--- src/rtl/dsm_dac_if.sv ---
`default_nettype none
// ============================================================================
// Module      : dsm_dac_if
// Description : Sample-input handshake bundle for the delta-sigma DAC.
//               The producer (master) drives an offset-binary sample with a
//               valid strobe; the modulator (slave) answers with ready while
//               its one-entry buffer is empty.
// Revision    : 1.0 - initial release
// ============================================================================
interface dsm_dac_if #(
    parameter int IN_W = 16
) ();

    logic [IN_W-1:0] in_data;   // offset-binary sample
    logic            in_valid;  // in_data is valid
    logic            in_ready;  // buffer empty, sample accepted on valid&ready

    modport master (
        output in_data,
        output in_valid,
        input  in_ready
    );

    modport slave (
        input  in_data,
        input  in_valid,
        output in_ready
    );

endinterface
`default_nettype wire

--- src/rtl/dsm_dac.sv ---
`default_nettype none
// ============================================================================
// Module      : dsm_dac
// Description : 1st/2nd-order error-feedback delta-sigma modulator for the
//               stimulator DAC path. Offset-binary PCM samples enter through a
//               one-entry valid/ready buffer, are consumed once every OSR
//               clocks, and are converted into a 1-bit density stream on
//               complementary outputs. Provides mute (en low), clamping of the
//               loop error with a sticky sat flag, and a sticky underrun flag.
// Revision    : 1.0 - initial release
// ============================================================================
module dsm_dac #(
    parameter int IN_W  = 16,
    parameter int ORDER = 2,
    parameter int OSR   = 64,
    parameter int ACC_W = IN_W + 4
) (
    input  wire          clk,
    input  wire          rst,
    input  wire          en,
    input  wire          flag_clr,
    dsm_dac_if.slave     in_if,
    output logic         outp,
    output logic         outn,
    output logic         sat,
    output logic         underrun
);

    // ------------------------------------------------------------------------
    // Constants
    // ------------------------------------------------------------------------
    localparam int c_CNT_W = (OSR > 2) ? $clog2(OSR) : 1;

    localparam logic [c_CNT_W-1:0] c_CNT_LAST = c_CNT_W'(OSR - 1);

    // Midscale of the offset-binary input: 2^(IN_W-1)
    localparam logic [IN_W-1:0] c_MID = {1'b1, {(IN_W-1){1'b0}}};

    // H = 2^(IN_W-1) in the signed loop width
    localparam logic signed [ACC_W-1:0] c_HALF =
        {{(ACC_W-IN_W){1'b0}}, 1'b1, {(IN_W-1){1'b0}}};

    // Error register range [-2H, 2H-1]
    localparam logic signed [ACC_W-1:0] c_POS_LIM =
        {{(ACC_W-IN_W){1'b0}}, {IN_W{1'b1}}};
    localparam logic signed [ACC_W-1:0] c_NEG_LIM =
        {{(ACC_W-IN_W){1'b1}}, {IN_W{1'b0}}};

    // ------------------------------------------------------------------------
    // Parameter legality
    // ------------------------------------------------------------------------
    generate
        if (OSR < 2) begin : g_bad_osr
            $error("dsm_dac: OSR must be at least 2");
        end
        if (ACC_W < IN_W + 2 * ORDER) begin : g_bad_acc_w
            $error("dsm_dac: ACC_W too narrow for the chosen ORDER");
        end
    endgenerate

    // ------------------------------------------------------------------------
    // Declarations
    // ------------------------------------------------------------------------
    logic [IN_W-1:0]         r_buf;       // one-entry input buffer
    logic                    r_buf_full;  // buffer holds an unconsumed sample
    logic [IN_W-1:0]         r_cur;       // sample currently being modulated
    logic [c_CNT_W-1:0]      r_cnt;       // oversampling divider
    logic signed [ACC_W-1:0] r_e1;        // most recent quantisation error
    logic                    r_outp;
    logic                    r_outn;
    logic                    r_sat;
    logic                    r_underrun;

    logic                    w_tick;      // divider at its last count
    logic                    w_tick_fire; // sample consumption this edge
    logic                    w_accept;    // handshake completes this edge
    logic signed [ACC_W-1:0] w_x;         // signed sample, midscale removed
    logic signed [ACC_W-1:0] w_v;         // loop variable fed to quantiser
    logic                    w_b;         // quantiser decision
    logic signed [ACC_W-1:0] w_fb;        // quantiser output, +/-H
    logic signed [ACC_W-1:0] w_err_raw;   // unclamped new error
    logic                    w_clip_hi;
    logic                    w_clip_lo;
    logic signed [ACC_W-1:0] w_e1_next;   // clamped new error

    // ------------------------------------------------------------------------
    // Divider and handshake decode
    // ------------------------------------------------------------------------
    assign w_tick      = (r_cnt == c_CNT_LAST);
    assign w_tick_fire = en & w_tick;

    // Ready is only offered while empty, so an accept can never collide with
    // the tick that empties the buffer.
    assign in_if.in_ready = ~r_buf_full;
    assign w_accept       = in_if.in_valid & ~r_buf_full;

    // ------------------------------------------------------------------------
    // Loop arithmetic
    // ------------------------------------------------------------------------
    // Offset binary to two's complement: subtracting midscale in full width
    assign w_x = $signed({{(ACC_W-IN_W){1'b0}}, r_cur}) - c_HALF;

    generate
        if (ORDER == 2) begin : g_order2
            logic signed [ACC_W-1:0] r_e2;  // error delayed by one more clock

            // Second error tap follows e1 by one enabled clock
            always_ff @(posedge clk or posedge rst) begin
                if (rst) begin
                    r_e2 <= '0;
                end else if (en) begin
                    r_e2 <= r_e1;
                end
            end

            // Error-feedback filter 2*z^-1 - z^-2 gives (1 - z^-1)^2 shaping
            assign w_v = w_x + (r_e1 <<< 1) - r_e2;
        end else if (ORDER == 1) begin : g_order1
            // Single error tap gives first-order (1 - z^-1) shaping
            assign w_v = w_x + r_e1;
        end else begin : g_bad_order
            $error("dsm_dac: ORDER must be 1 or 2");
            assign w_v = '0;
        end
    endgenerate

    // Quantiser: a zero loop variable maps to a one
    assign w_b       = ~w_v[ACC_W-1];
    assign w_fb      = w_b ? c_HALF : -c_HALF;
    assign w_err_raw = w_v - w_fb;

    // Clamp keeps an unstable (overdriven) 2nd-order loop bounded
    assign w_clip_hi = (w_err_raw > c_POS_LIM);
    assign w_clip_lo = (w_err_raw < c_NEG_LIM);

    // Select the clamped error for the next loop state
    always_comb begin
        w_e1_next = w_err_raw;
        if (w_clip_hi) begin
            w_e1_next = c_POS_LIM;
        end else if (w_clip_lo) begin
            w_e1_next = c_NEG_LIM;
        end
    end

    // ------------------------------------------------------------------------
    // Sequential state
    // ------------------------------------------------------------------------
    // Loop state, output bits and divider advance only while enabled; muting
    // zeroes both bridge legs without disturbing the loop history.
    always_ff @(posedge clk or posedge rst) begin
        if (rst) begin
            r_e1   <= '0;
            r_cnt  <= '0;
            r_outp <= 1'b0;
            r_outn <= 1'b0;
        end else if (en) begin
            r_e1   <= w_e1_next;
            r_cnt  <= w_tick ? '0 : r_cnt + c_CNT_W'(1);
            r_outp <= w_b;
            r_outn <= ~w_b;
        end else begin
            r_outp <= 1'b0;
            r_outn <= 1'b0;
        end
    end

    // Input buffer fill on handshake, drain into the current sample on tick
    always_ff @(posedge clk or posedge rst) begin
        if (rst) begin
            r_buf      <= '0;
            r_buf_full <= 1'b0;
            r_cur      <= c_MID;
        end else if (r_buf_full) begin
            if (w_tick_fire) begin
                r_cur      <= r_buf;
                r_buf_full <= 1'b0;
            end
        end else if (w_accept) begin
            r_buf      <= in_if.in_data;
            r_buf_full <= 1'b1;
        end
    end

    // Sticky status flags; the clear wins over a same-edge set
    always_ff @(posedge clk or posedge rst) begin
        if (rst) begin
            r_sat      <= 1'b0;
            r_underrun <= 1'b0;
        end else if (flag_clr) begin
            r_sat      <= 1'b0;
            r_underrun <= 1'b0;
        end else begin
            if (en && (w_clip_hi || w_clip_lo)) begin
                r_sat <= 1'b1;
            end
            if (w_tick_fire && !r_buf_full) begin
                r_underrun <= 1'b1;
            end
        end
    end

    // ------------------------------------------------------------------------
    // Outputs
    // ------------------------------------------------------------------------
    assign outp     = r_outp;
    assign outn     = r_outn;
    assign sat      = r_sat;
    assign underrun = r_underrun;

endmodule
`default_nettype wire

--- src/flat_wrapper.sv ---
// flat-port wrapper written by rule: the top's interface ports become plain ports
module dsm_dac_flat 
#(
    parameter int IN_W  = 16,
    parameter int ORDER = 2,
    parameter int OSR   = 64,
    parameter int ACC_W = IN_W + 4
)
  (clk, rst, en, flag_clr, outp, outn, sat, underrun, in_if_in_data, in_if_in_valid, in_if_in_ready);
  dsm_dac_if #(.IN_W(IN_W)) in_if_i ();
  input  wire clk;
  input  wire rst;
  input  wire en;
  input  wire flag_clr;
  output logic outp;
  output logic outn;
  output logic sat;
  output logic underrun;
  input wire logic [$bits(in_if_i.in_data)-1:0] in_if_in_data;
  input wire logic [$bits(in_if_i.in_valid)-1:0] in_if_in_valid;
  output wire logic [$bits(in_if_i.in_ready)-1:0] in_if_in_ready;
  assign in_if_i.in_data = in_if_in_data;
  assign in_if_i.in_valid = in_if_in_valid;
  assign in_if_in_ready = in_if_i.in_ready;
  dsm_dac #(.IN_W(IN_W), .ORDER(ORDER), .OSR(OSR), .ACC_W(ACC_W)) u_core (.clk(clk), .rst(rst), .en(en), .flag_clr(flag_clr), .in_if(in_if_i), .outp(outp), .outn(outn), .sat(sat), .underrun(underrun));
endmodule
--- config.mk ---
export PLATFORM = sky130hd
export DESIGN_NAME = dsm_dac_flat
export DESIGN_NICKNAME = d
export VERILOG_FILES = /design/src/rtl/dsm_dac_if.sv /design/src/rtl/dsm_dac.sv /design/src/flat_wrapper.sv
export SDC_FILE = /design/constraint.sdc
export NUM_CORES = 1
export LEC_CHECK = 0
export ABC_AREA = 1
export BUFFER_PORTS_ARGS = -buffer_cell sky130_fd_sc_hd__clkbuf_2
export CELL_PAD_IN_SITES_DETAIL_PLACEMENT = 0
export CELL_PAD_IN_SITES_GLOBAL_PLACEMENT = 1
export CORE_MARGIN = 2
export CORE_UTILIZATION = 42
export DETAILED_ROUTE_END_ITERATION = 8
export PLACE_DENSITY = 0.72
export SETUP_SLACK_MARGIN = 0.4
export SKIP_LAST_GASP = 1
export SYNTH_ARGS = -nofsm -noshare
export SYNTH_HDL_FRONTEND = slang
export SYNTH_SLANG_ARGS = --single-unit
--- constraint.sdc ---
create_clock -name clk -period 4.5 [get_ports clk]
set_clock_uncertainty 0.15 [all_clocks]
set_input_delay 0.225 -clock clk [delete_from_list [all_inputs] [get_ports clk]]
set_output_delay 0.225 -clock clk [all_outputs]
set_load 0.03 [all_outputs]
Yosys cells after proc, flatten, opt, wreduce, memory -nomap -nowiden
Index checks and enable logic that the tools add are counted.
- register bits: 83
- input port bits: 21
- output and inout bits: 5
- logic and storage cells: 43
- add/sub/neg operators: 5
- magnitude comparators: 2
- equality and inequality tests: 1
- muxes and demuxes: 13
- bitwise gates (word level): 4
- reduce and logical (&&, ||, !) cells: 8
- operators by type and width (kind ; count):
    $mux 20 ; 3
    $sub 20x20->20 ; 2
    $add 20x20->20 ; 1
    $gt 20x17->1 const B ; 1
    $lt 20x17->1 const B ; 1
    $sub 16x16->17 const B ; 1
    $mux 1 ; 9
    $add 6x1->6 const B ; 1
    $eq 6x6->1 const B ; 1
    $mux 6 ; 1
    $reduce_and 2->1 ; 2
    $reduce_bool 2->1 ; 2
    $and 1x1->1 ; 2
    $logic_and 1x1->1 ; 2
    $not 1->1 ; 2
    $logic_not 1->1 ; 1
    $logic_or 1x1->1 ; 1

Depth between registers and ports, before layout
Gate-level depths: netlist of run 1.
- word-level depth: 10
- gate-level depth with buffers: 31
- depth with buffers taken out: 30

Worst setup path after synthesis of run 1
No wires, ideal clock.
- path kind: register -> register
- start: register u_core.r_cur[15]
- end: register u_core.r_e1[3]
- setup time: 138 ps
- data arrival time: 3911 ps
- path slack: 300 ps
- cell stages (with the launch flop): 25
- buffers on the path: 2
- path through: dfstp_2 -> inv_1 -> fa_1 -> ha_1 -> nand2_1 -> inv_1 -> nand2_1 -> nand2_1 -> a21oi_1 -> nand2_1 -> nand2_1 -> nand2_1 -> a21oi_1 -> xnor2_1 -> ha_1 -> a21oi_1 -> nand2_1 -> nor2_1 -> nand3_1 -> ha_1 -> clkbuf_1 -> clkbuf_1 -> a21oi_1 -> o21ai_0 -> a31oi_1
- cells in the longest elaborated chain, start to end: 8
- ends and longest elaborated chain (item ; RTL line ; RTL):
    start: declaration ; dsm_dac.sv:66 ; logic [IN_W-1:0] r_cur;
    start signal: assignment ; dsm_dac.sv:173 ; r_cur <= c_MID;
    start signal: assignment ; dsm_dac.sv:176 ; r_cur <= r_buf;
    $sub 16x16->17 (*) ; dsm_dac.sv:101 ; assign w_x = $signed({{(ACC_W-IN_W){1'b0}}, r_cur}) - c_HALF;
    $add 20x20->20 (*) ; dsm_dac.sv:117 ; assign w_v = w_x + (r_e1 <<< 1) - r_e2;
    $sub 20x20->20 (*) ; dsm_dac.sv:117 ;
    $mux 20 ; dsm_dac.sv:129 ; assign w_fb = w_b ? c_HALF : -c_HALF;
    $sub 20x20->20 (*) ; dsm_dac.sv:130 ; assign w_err_raw = w_v - w_fb;
    $lt 20x17->1 ; dsm_dac.sv:134 ; assign w_clip_lo = (w_err_raw < c_NEG_LIM);
    $mux 20 ; dsm_dac.sv:141 ; end else if (w_clip_lo) begin
    $mux 20 (*) ; dsm_dac.sv:139 ; if (w_clip_hi) begin
    end signal: assignment ; dsm_dac.sv:158 ; r_e1 <= w_e1_next;
    end: declaration ; dsm_dac.sv:68 ; logic signed [ACC_W-1:0] r_e1;
Every way passes the cells marked *; elsewhere a longest branch is shown, timed or not.
A chain may end at the register's enable or synchronous reset.

Worst setup path in the final report of run 1
- start: register u_core.r_cur[1]
- end: register u_core.r_e1[11]
Same word-level chain as after synthesis.

==> results of run 1 <==
[worst max-delay path by stage]
stage / start / to / slack, ps / cells after the start
6_report: u_core.r_cur[1]$_DFFE_PP0P_ / u_core.r_e1[11]$_DFFE_PP0P_ / 440 / 28
5_1_grt: u_core.r_cur[1]$_DFFE_PP0P_ / u_core.r_e1[11]$_DFFE_PP0P_ / 180 / 28
3_3_place_gp: u_core.r_e1[0]$_DFFE_PP0P_ / u_core.r_e1[11]$_DFFE_PP0P_ / 110 / 27
4_1_cts: u_core.r_cur[1]$_DFFE_PP0P_ / u_core.r_e1[11]$_DFFE_PP0P_ / 420 / 27
3_5_place_dp: u_core.r_e1[0]$_DFFE_PP0P_ / u_core.r_e1[11]$_DFFE_PP0P_ / 60 / 27
2_1_floorplan: u_core.r_cur[15]$_DFFE_PP1P_ / u_core.r_e1[6]$_DFFE_PP0P_ / 420 / 24
[worst reg2reg max path, delay by kind of cell (launching register included)]
family                     cells  cell delay (ps)
DFF                            1              390
AOI/OAI and AO/OA              4              570
and+or+nand+nor               13              930
adders and majority gates      5             1490
buffers and inverters          6              440
[cell type report]
cell class	count	area (um2)	share of cell area [%]
flip-flops and latches	83	2080	32.7
clock buffers	12	246	3.88
multi-input cells	393	2730	43.1
well taps	143	179	2.82
repair buffers	76	589	9.29
inverters	125	470	7.41
clock inverters	4	50.0	0.789
[sequential cells by signal, summed over array words and instances, names as in the netlist]
signal,flops
u_core.g_order2.r_e2,20
u_core.r_e1,20
u_core.outp,1
u_core.underrun,1
u_core.r_cur,16
u_core.r_buf_full,1
u_core.r_cnt,6
u_core.sat,1
u_core.r_buf,16
u_core.outn,1
[stage by stage]
step	hold WS, ps	worst slack (ps)	cells
after floorplan	138	422	618
after global routing	365	185	836
after detailed placement	265	59.7	773
after CTS	340	417	823
final	336	440	836
after global placement	258	115	773
[cells in the final DEF (no fill, tap or decap), types with 4 or more instances in the layout]
cell type	count
nand3_2	5
ha_1	7
inv_1	106
o21ai_0	40
buf_4	30
o21ai_1	6
nor2_4	5
o21ai_2	4
xor2_1	6
clkbuf_2	25
fa_1	17
nor2_2	6
dfrtp_1	82
nand2_2	23
nand2_4	7
a31oi_1	9
nand3_1	13
nand2_1	110
a21oi_2	14
xnor2_1	5
dlygate4sd3_1	18
nor2_1	51
clkbuf_16	9
inv_2	17
ha_4	16
a21oi_1	34
[cell families after synthesis]
group                    after synthesis  synth area share [%]
AO/OA/AOI/OAI                        113                  12.2
XOR/XNOR                              11                  1.94
adder cells (fa/ha/maj)               43                  13.7
buffers and inverters                142                  10.9
flip-flops                            83                  41.8
AND/OR/NAND/NOR                      226                  19.4
[per-layer routing]
| layer | track usage, % | share of wire, % | vias to the layer above |
|---|---|---|---|
| li1 | - | - | 2052 |
| met1 | 26.7 | 49 | 1872 |
| met2 | 27.9 | 46 | 67 |
| met3 | 3.00 | 2.9 | 19 |
| met4 | 8.37 | 2.5 | 0 |
| met5 | 0 | 0 | - |
[what timing repair did]
action | in CTS | in global routing
pin swaps | 22 | 52
hold buffers | 18 | 0
endpoints found under the setup margin | 18 | 19
cloned | 1 | 0
setup buffers | 15 | 13
hold endpoints to repair | 68 | 0
resized for setup | 36 | 64
==> impl_metrics.yaml, run 1 <==
status:
  outcome: "finished clean"
timing:
  worst_slew_pin_slew_ps: 936
  final_hold_viol_count: 0
  setup_tns_ps: 0
  fin_crit_sh_pct: 90.2
  max_freq_ghz: 0.246
  rsz0062_at_grt: "yes"
  max-slew-margin-rel_pct: 37.4
  report.final.slew_viol_count: 0
  finalCriticalPeriod_ps: 4060
  finalSetupViolCount: 0
global_routing:
  grt_pass1_wl_um: 18800
  antenna_found_initial: 0
  grt-ovfl-total: 0
  grt_max_degree: 53
  grtUsageTotal_pct: 18.6
  grt_pass1_vias: 3936
clock_network:
  cts.sinks: 83
  cts_made_buffers: 9
  cts.clk_slew.worst_paths_ps: 60
  cts_buffer_depth: 2
  worstSkewPairLatency_ps: 350
  root_buffer: "clkbuf_16"
  tritoncts: "done"
  htree_levels: 3
critical_path:
  cp_max_fo: 7
  r2r_setup_slack_ps: 440
  crit_required_ps: 4610
  cpMostUsedCell: "nand2_1"
  max_stage_delay_ps: 400
  slowest_stage: "fa_1"
  endpoint_kind: "flip-flop"
  startpoint_type: "flip-flop"
  arrival_ps: 4170
  r2r-start: "u_core.r_cur[1]$_DFFE_PP0P_"
  regToRegEndpoint: "u_core.r_e1[11]$_DFFE_PP0P_"
  crit_type: "flip-flop to flip-flop"
  crit_buf_inv: 6
  r2r_cells: 28
  path_delay_family: "adder cells"
floorplanning:
  num_rows: 39
  die_x_um: 113
  die_h_um: 113
  die-area_um2: 12700
  core_area_um2: 11500
  boundaryPins: 26
  initial_core_util_pct: 43.3
yosys:
  ys_seq_area_share_pct: 41.8
  synth_common_cells: "nand2_1, inv_1, dfrtp_1, nor2_1, o21ai_0"
  syn_area_per_cell_um2: 8.04
  synthDistinctLibCells: 34
  yosysTopAreaCell: "dfrtp_1"
  synth-edff-count: 0
  synth_area_um2: 4970
  synth.most_common_cell: "nand2_1"
  synth_area_leaders: "dfrtp_1, nand2_1, inv_1, fa_1, ha_1"
  async_flop_share_pct: 100
  ys_ff_latch: 83
  yosysWarnings: 0
  synth_cells: 618
  synth_nets: 682
  synth_top_area_share_pct: 41.3
  ys.flop_type: "dfrtp_1"
route:
  wl_um: 11300
  drc_errors: 0
  routed-via-count: 4010
  drt_pre_antenna_iters: 4
  wl_per_cell_um: 13.5
  vias_per_cell: 4.80
  ant_nets: 0
  drt_iter0_drc: 210
hold_path:
  hold_start: "u_core.r_cur[8]$_DFFE_PP0P_"
  hold_end: "u_core.r_cur[8]$_DFFE_PP0P_"
  worstHoldPathType: "flip-flop to flip-flop"
  hold_path_depth: 2
final_layout:
  nets: 752
  design_area_um2: 6350
  fillers: 1047
  area_delta_synth_final_pct: 27.7
  diodes: 0
  fin_util_pct: 55.3
  drive_above_1_share_pct: 25.5
place:
  hpwl_um: 7540
  dpl_cell_area_um2: 5230
  routabilityCongestion: 0.800
  port_buffers: 25
run:
  max_cap_viol_count: 0
Power of run 1 is not shown: default switching activity piles up to over one toggle a cycle in this logic, so the estimate is an artifact.
==> run 2, diff against run 1 <==
--- a/config.mk
+++ b/config.mk
@@ -7,12 +7,12 @@
 export LEC_CHECK = 0
 export ABC_AREA = 1
 export BUFFER_PORTS_ARGS = -buffer_cell sky130_fd_sc_hd__clkbuf_2
-export CELL_PAD_IN_SITES_DETAIL_PLACEMENT = 0
-export CELL_PAD_IN_SITES_GLOBAL_PLACEMENT = 1
+export CELL_PAD_IN_SITES_DETAIL_PLACEMENT = 1
+export CELL_PAD_IN_SITES_GLOBAL_PLACEMENT = 2
 export CORE_MARGIN = 2
-export CORE_UTILIZATION = 42
+export CORE_UTILIZATION = 34
 export DETAILED_ROUTE_END_ITERATION = 8
-export PLACE_DENSITY = 0.72
+export PLACE_DENSITY = 0.73
 export SETUP_SLACK_MARGIN = 0.4
 export SKIP_LAST_GASP = 1
 export SYNTH_ARGS = -nofsm -noshare
==> run 2 against run 1 <==
Effect of this change: sequential share of layout area is 0.43 points higher; clock-buffer cell count is 1 lower; critical endpoint is now u_core.r_e1[6]$_DFFE_PP0P_; highest routed layer unchanged; global-route usage fell by 1.2 points.
==> impl_metrics.yaml, run 2 (synthesized netlist as in run 1, its figures left out) <==
timing:
  finalSetupViolCount: 0
  worst_slew_pin_slew_ps: 1050
  rsz0062_at_grt: "yes"
  finalCriticalPeriod_ps: 4030
  max-slew-margin-rel_pct: 29.8
  report.final.slew_viol_count: 0
  max_freq_ghz: 0.248
  fin_crit_sh_pct: 89.5
  setup_tns_ps: 0
  final_hold_viol_count: 0
place:
  port_buffers: 25
  hpwl_um: 8940
  routabilityCongestion: 0.804
global_routing:
  grt_max_degree: 60
  grtUsageTotal_pct: 17.4
  antenna_found_initial: 0
  grt-ovfl-total: 0
  grt_pass1_vias: 4363
  grt_pass1_wl_um: 21700
critical_path:
  setup.worst_path.end: "u_core.r_e1[6]$_DFFE_PP0P_"
  crit_buf_inv: 6
  worstSetupPathDepth: 26
  crit_required_ps: 4610
  crit_type: "flip-flop to flip-flop"
  r2r_setup_slack_ps: 470
  cp_max_fo: 7
  startpoint_type: "flip-flop"
  cpMostUsedCell: "nand2_1"
  critPathLaunch: "u_core.r_e1[0]$_DFFE_PP0P_"
  endpoint_kind: "flip-flop"
  arrival_ps: 4140
  max_stage_delay_ps: 470
  regToRegEndpoint: "u_core.r_e1[6]$_DFFE_PP0P_"
  r2r_cells: 26
  r2r-start: "u_core.r_e1[0]$_DFFE_PP0P_"
  path_delay_family: "adder cells"
  slowest_stage: "fa_1"
hold_path:
  hold_start: "en"
  worstHoldPathType: "primary input to flip-flop"
clock_network:
  cts.clk_slew.worst_paths_ps: 70
  cts.sinks: 83
  worstSkewPairLatency_ps: 350
  root_buffer: "clkbuf_16"
  cts_buffer_depth: 2
  tritoncts: "done"
  htree_levels: 3
  cts_made_buffers: 9
final_layout:
  reg_top3: "u_core.g_order2.r_e2 x20, u_core.r_e1 x20"
  final_cell_mix: "nand2_1, inv_1, dfrtp_1, nor2_1, o21ai_0"
  diodes: 0
  final_common_cell: "nand2_1"
  nets: 744
  drive_above_1_share_pct: 23.8
  area_delta_synth_final_pct: 26.1
floorplanning:
  die-area_um2: 15600
  num_rows: 44
  die_h_um: 125
  die_x_um: 125
  boundaryPins: 26
  core_area_um2: 14400
  initial_core_util_pct: 34.4
route:
  wl_met2_um: 5850
  wl_met3_um: 348
  wl_met1_um: 6310
  wl_um: 12700
  drt_pre_antenna_iters: 4
  ant_nets: 0
  vias_per_cell: 4.64
  drc_errors: 0
  routed-via-count: 4033
  drt_iter0_drc: 132
  top_layer_used: "met4"
  wl_per_cell_um: 14.6
status:
  outcome: "finished clean"
run:
  max_cap_viol_count: 0
run 2: tightest hold or removal path, stage by stage:
cell and delay, ps:
clkbuf_2 100, nand4_1 110, xor2_1 80, inv_1 50
run 2: final cells by class:
type                       instances  area (um2)
multi-input combinational        393        2700
clock inverter                     5        35.0
clock buffer                      11         243
inverter                         125         470
sequential                        83        2080
timing repair buffer              68         508
tap                              184         230
fill                            1769        8160
run 2: repair_timing:
item,CTS,global route
hold buffers,18,0
hold endpoints to repair,76,0
endpoints found under the setup margin,19,20
buffers inserted,8,11
pin swaps,22,34
gates resized for setup,30,55
run 2: layer usage:
| layer | global-route usage [%] | up-vias |
|---|---|---|
| li1 | - | 2024 |
| met1 | 24.1 | 1949 |
| met2 | 28.0 | 45 |
| met3 | 3.26 | 15 |
| met4 | 4.71 | 0 |
| met5 | 0 | - |
run 2: worst min-delay path by stage:
stage | end | slack, ps | cells past startpoint
floorplan | u_core.sat$_DFFE_PP0P_ | 140 | 1
global placement | u_core.sat$_DFFE_PP0P_ | 270 | 2
detailed placement | u_core.underrun$_DFFE_PP0P_ | 270 | 2
CTS | u_core.r_cnt[4]$_DFFE_PP0P_ | 100 | 4
global route | u_core.r_cnt[4]$_DFFE_PP0P_ | 150 | 4
finish | u_core.r_cnt[4]$_DFFE_PP0P_ | 100 | 4
run 2: through the flow:
stage / hold WS [ps] / cells / worst slack, ps / instance area (um2) / utilization (%)
after detailed placement: 269 / 816 / 7.55 / 5300 / 36.7
after global routing: 154 / 869 / 200 / 6260 / 43.4
after CTS: 95.3 / 858 / 398 / 5950 / 41.3
after floorplan: 138 / 618 / 422 / 4970 / -
after global placement: 270 / 816 / 148 / 5300 / 36.7
final: 98.5 / 869 / 474 / 6260 / 43.4
Power of run 2 is left out for the same reason.
